### src/rtl/pipeline_ctrl_pkg.sv
// Shared types for the pipeline hazard/forwarding controller.
package pipeline_ctrl_pkg;

  // Upper bounds for the stored types; REGISTER_WIDTH and $clog2(NB+1) must fit within them.
  localparam int unsigned MaxRegWidth = 8;
  localparam int unsigned MaxSelWidth = 4;

  typedef struct packed {
    logic                   valid;
    logic                   wr_en;
    logic [MaxRegWidth-1:0] wr_reg;
    logic                   is_load;
  } slot_t;

  typedef logic [MaxSelWidth-1:0] fwd_sel_t;

  function automatic int unsigned sel_width(input int unsigned nb);
    return $clog2(nb + 1);
  endfunction

endpackage

### src/rtl/pipeline_ctrl_hazard_cmp.sv
// Per-operand comparator: finds the youngest back-end slot producing the source register.
module pipeline_ctrl_hazard_cmp
  import pipeline_ctrl_pkg::*;
#(
  parameter int unsigned NB             = 3,
  parameter int unsigned FWD_EN         = 1,
  parameter int unsigned REGISTER_WIDTH = 5,
  parameter int unsigned SelW           = sel_width(NB)
) (
  input  slot_t [NB-1:0]             slots_i,
  input  logic [REGISTER_WIDTH-1:0]  rs_i,
  input  logic                       used_i,
  output logic                       stall_req_o,
  output logic [SelW-1:0]            sel_o
);

  logic found;

  always_comb begin
    found       = 1'b0;
    stall_req_o = 1'b0;
    sel_o       = '0;
    for (int k = 0; k < int'(NB); k++) begin
      if (!found && used_i && (rs_i != '0) && slots_i[k].valid && slots_i[k].wr_en &&
          (slots_i[k].wr_reg == MaxRegWidth'(rs_i))) begin
        found = 1'b1;
        // A load still in slot 1 has no result yet, so it cannot be forwarded.
        if ((FWD_EN == 0) || ((k == 0) && slots_i[k].is_load)) begin
          stall_req_o = 1'b1;
        end else begin
          sel_o = SelW'(k + 1);
        end
      end
    end
  end

endmodule

### src/rtl/pipeline_ctrl.sv
// Hazard, forwarding and flush controller with a shadow shift register of back-end slots.
module pipeline_ctrl
  import pipeline_ctrl_pkg::*;
#(
  parameter int unsigned REGISTER_WIDTH = 5,
  parameter int unsigned NUM_STAGES     = 5,
  parameter int unsigned FWD_EN         = 1,
  parameter int unsigned CNT_WIDTH      = 16,
  localparam int unsigned NB            = NUM_STAGES - 2,
  localparam int unsigned SelW          = sel_width(NB)
) (
  input  logic                      clk_i,
  input  logic                      rst_i,
  input  logic                      dec_valid_i,
  input  logic [REGISTER_WIDTH-1:0] dec_rs_a_i,
  input  logic [REGISTER_WIDTH-1:0] dec_rs_b_i,
  input  logic                      dec_rs_a_used_i,
  input  logic                      dec_rs_b_used_i,
  input  logic                      dec_wr_en_i,
  input  logic [REGISTER_WIDTH-1:0] dec_wr_reg_i,
  input  logic                      dec_is_load_i,
  input  logic                      redirect_i,
  input  logic                      mem_busy_i,
  output logic                      stall_fetch_o,
  output logic                      stall_dec_o,
  output logic                      flush_o,
  output logic                      bubble_alu_o,
  output logic                      issue_o,
  output logic [SelW-1:0]           fwd_a_sel_o,
  output logic [SelW-1:0]           fwd_b_sel_o,
  output logic [NB-1:0]             slot_valid_o,
  output logic [CNT_WIDTH-1:0]      stall_cnt_o,
  output logic [CNT_WIDTH-1:0]      flush_cnt_o
);

  slot_t [NB-1:0]       slots_q, slots_d;
  logic [CNT_WIDTH-1:0] stall_cnt_q, stall_cnt_d;
  logic [CNT_WIDTH-1:0] flush_cnt_q, flush_cnt_d;
  logic                 stall_a, stall_b, hazard;

  pipeline_ctrl_hazard_cmp #(
    .NB             (NB),
    .FWD_EN         (FWD_EN),
    .REGISTER_WIDTH (REGISTER_WIDTH),
    .SelW           (SelW)
  ) u_cmp_a (
    .slots_i     (slots_q),
    .rs_i        (dec_rs_a_i),
    .used_i      (dec_rs_a_used_i),
    .stall_req_o (stall_a),
    .sel_o       (fwd_a_sel_o)
  );

  pipeline_ctrl_hazard_cmp #(
    .NB             (NB),
    .FWD_EN         (FWD_EN),
    .REGISTER_WIDTH (REGISTER_WIDTH),
    .SelW           (SelW)
  ) u_cmp_b (
    .slots_i     (slots_q),
    .rs_i        (dec_rs_b_i),
    .used_i      (dec_rs_b_used_i),
    .stall_req_o (stall_b),
    .sel_o       (fwd_b_sel_o)
  );

  assign hazard = dec_valid_i && (stall_a || stall_b);

  always_comb begin
    stall_fetch_o = 1'b0;
    stall_dec_o   = 1'b0;
    flush_o       = 1'b0;
    bubble_alu_o  = 1'b0;
    issue_o       = 1'b0;
    if (mem_busy_i) begin
      stall_fetch_o = 1'b1;
      stall_dec_o   = 1'b1;
    end else if (redirect_i) begin
      // The decode instruction is killed, so any hazard it carries is irrelevant.
      flush_o      = 1'b1;
      bubble_alu_o = 1'b1;
    end else if (hazard) begin
      stall_fetch_o = 1'b1;
      stall_dec_o   = 1'b1;
      bubble_alu_o  = 1'b1;
    end else begin
      issue_o = dec_valid_i;
    end
  end

  always_comb begin
    slots_d     = slots_q;
    stall_cnt_d = stall_cnt_q;
    flush_cnt_d = flush_cnt_q;
    if (!mem_busy_i) begin
      for (int k = 1; k < int'(NB); k++) begin
        slots_d[k] = slots_q[k-1];
      end
      slots_d[0] = '0;
      if (issue_o) begin
        slots_d[0].valid   = 1'b1;
        slots_d[0].wr_en   = dec_wr_en_i;
        slots_d[0].wr_reg  = MaxRegWidth'(dec_wr_reg_i);
        slots_d[0].is_load = dec_is_load_i;
      end
    end
    if (stall_dec_o && (stall_cnt_q != '1)) begin
      stall_cnt_d = stall_cnt_q + 1'b1;
    end
    if (flush_o && (flush_cnt_q != '1)) begin
      flush_cnt_d = flush_cnt_q + 1'b1;
    end
  end

  always_ff @(posedge clk_i) begin
    if (rst_i) begin
      slots_q     <= '0;
      stall_cnt_q <= '0;
      flush_cnt_q <= '0;
    end else begin
      slots_q     <= slots_d;
      stall_cnt_q <= stall_cnt_d;
      flush_cnt_q <= flush_cnt_d;
    end
  end

  always_comb begin
    slot_valid_o = '0;
    for (int k = 0; k < int'(NB); k++) begin
      slot_valid_o[k] = slots_q[k].valid;
    end
  end

  assign stall_cnt_o = stall_cnt_q;
  assign flush_cnt_o = flush_cnt_q;

endmodule

### config.mk
export PLATFORM = sky130hd
export DESIGN_NAME = pipeline_ctrl
export DESIGN_NICKNAME = d
export VERILOG_FILES = /design/src/rtl/pipeline_ctrl_pkg.sv /design/src/rtl/pipeline_ctrl_hazard_cmp.sv /design/src/rtl/pipeline_ctrl.sv
export SDC_FILE = /design/constraint.sdc
export NUM_CORES = 1
export LEC_CHECK = 0
export ABC_AREA = 1
export BUFFER_PORTS_ARGS = -buffer_cell sky130_fd_sc_hd__buf_2
export CORE_MARGIN = 5
export CORE_UTILIZATION = 45
export CTS_BUF_LIST = sky130_fd_sc_hd__clkbuf_16
export DETAILED_ROUTE_END_ITERATION = 16
export PLACE_DENSITY = 0.67
export SYNTH_ARGS = -nofsm -noshare
export SYNTH_HDL_FRONTEND = slang
export SYNTH_HIERARCHICAL = 1
export SYNTH_SLANG_ARGS = --single-unit
### constraint.sdc
create_clock -name clk_i -period 4.5 [get_ports clk_i]
set_clock_uncertainty 0.05 [all_clocks]
set_input_delay 0.45 -clock clk_i [delete_from_list [all_inputs] [get_ports clk_i]]
set_output_delay 0.45 -clock clk_i [all_outputs]
set_load 0.05 [all_outputs]
==> qor.yml <==
status: "completed"
hp-start: "dec_wr_reg_i[0]"
r2r-start: "slots_q[1]$_SDFFE_PP0N_"
multiInputGateArea_mm2: 0.00212
drive_gt1_share_pct: 17.6
tns_ps: 0
dpl.hpwl_um: 6820
drt_iter0_drc: 177
final_cell_mix: "173 x nand2_1, 133 x nor2_1, 67 x buf_2"
postRouteAntennaNets: 0
antennaDiodeCount: 0
placedCellCount: 759
swShare_pct: 28.5
cp_max_fo: 6
die_x_um: 98.1
rsz0062_at_grt: "false"
syn_inst: 588
initial_core_util_pct: 45.7
gr-total-overflow: 0
power.leakage_uw: 0.00196
cap_violations: 0
cts-resized-gates: 0
final_cells: 767
numPortBuffers: 67
grt_pass1_wl_um: 14900
drt-pass1-iter-count: 4
antenna_found_initial: 1
seqPwrFrac_pct: 49.4
end_kind: "output pin"
vias_per_cell: 4.70
powerDensity_mw_per_mm2: 255
slew-limit-headroom_pct: 22.2
die-area_mm2: 0.00962
setup_violations: 0
cts_tree: "yes"
final_common_cell: "nand2_1"
wl_per_cell_um: 11.5
hold_viol_final: 0
avgSynthCellArea_um2: 5.94
grt_start_max_net_pins: 40
dieHeight_um: 98.1
grt.met1_usage_pct: 24.1
power.internal_uw: 742
holdBufCountCts: 0
netlist_area_mm2: 0.00349
start_kind: "register"
wl_um: 8790
hp-class: "input port to register"
fillers: 798
numClockSinks: 54
ctsRootBufferMaster: "clkbuf_16"
met2_usage_pct: 31.0
h-tree-depth: 2
grt_busiest_layer: "met2"
drc: 0
clock_path_buffers: 2
fin_crit_sh_pct: 56.9
drv_slew: 0
worst_slew_pin_slew_ps: 1170
routed-via-count: 3605
grt_pass1_vias: 3267
worst-setup-path-type: "register to output pin"
ios: 68
clkTransAtPathRegs_ps: 70
cp-startpoint: "slots_q[1]$_SDFFE_PP0N_"
post_cts_buffers: 0
clock_latency_ps: 290
cp.arrival_ps: 2060
num_rows: 32
cts_buffers: 5
yosys_warnings: 6
met3_usage_pct: 3.29
grt.total_usage_pct: 18.5
p_sw_uw: 295
fin_crit_ps: 2560
max_freq_mhz: 390
clock_power_share_pct: 35.5
final_nets: 690
syn2layout_area_growth_pct: 16.6
coreArea_mm2: 0.00765
vdd_drop_max_mv: 0.144
crit_required_ps: 4000
p_comb_share_pct: 15.1
ff_latch_area_mm2: 0.00108
gp_congestion: 0.919
## critical path: stages (launching register included)
cell and delay (ps):
dfxtp_1 440, xnor2_1 150, nand2_1 60, nor2_1 150
nand3_2 110, nor2_2 130, inv_1 60, nand2_1 100
nand2_1 100, nand2_2 170, buf_2 300
## power by group through the flow
stage	Clock, µW	Combinational [µW]	Sequential, µW
after global routing	401	176	516
after detailed placement	0	156	524
after global placement	0	154	524
final	368	156	513
after floorplan	0	97.6	538
after CTS	381	157	513
## layer usage
layer / part of all wire, % / vias to the layer above
met5: 0.13 / -
met4: 2.2 / 2
met3: 4.5 / 19
met2: 47 / 78
met1: 46 / 1563
li1: - / 1943
## path summary, 6_finish.rpt
check                                endpoint  slack (ps)  cells after the start
setup / recovery                  stall_dec_o        1940                     10
setup reg to reg  stall_cnt_o[0]$_SDFFE_PP0P_        2330                     14
hold reg to reg       slots_q[0]$_SDFFE_PP0N_         450                      2
hold / removal        slots_q[1]$_SDFFE_PP0N_         350                      3
## area by class of cell
type	instances	share of cell area, %
clock inverter	3	0.307
inverter	71	6.55
clock buffer	5	3.07
tap	102	3.13
timing repair buffer	67	8.24
sequential	54	26.6
multi-input combinational	465	52.2
## sequential cells by signal (all words and copies together), names as in the netlist
register      count
stall_cnt_o      16
slots_q          19
slot_valid_o      3
flush_cnt_o      16
## metrics by stage
stage | total power, µW | utilization [%] | setup WS, ps | cell area (µm²) | hold slack [ps]
6_report | 1040 | 53.2 | 1940 | 4070 | 355
5_1_grt | 1090 | 53.2 | 1770 | 4070 | 353
4_1_cts | 1050 | 53.2 | 1940 | 4070 | 348
3_5_place_dp | 680 | 51.4 | 2090 | 3930 | 446
3_3_place_gp | 677 | 51.4 | 2150 | 3930 | 433
2_1_floorplan | 636 | - | 2290 | 3560 | 402
(Power assumes the default switching activity.)
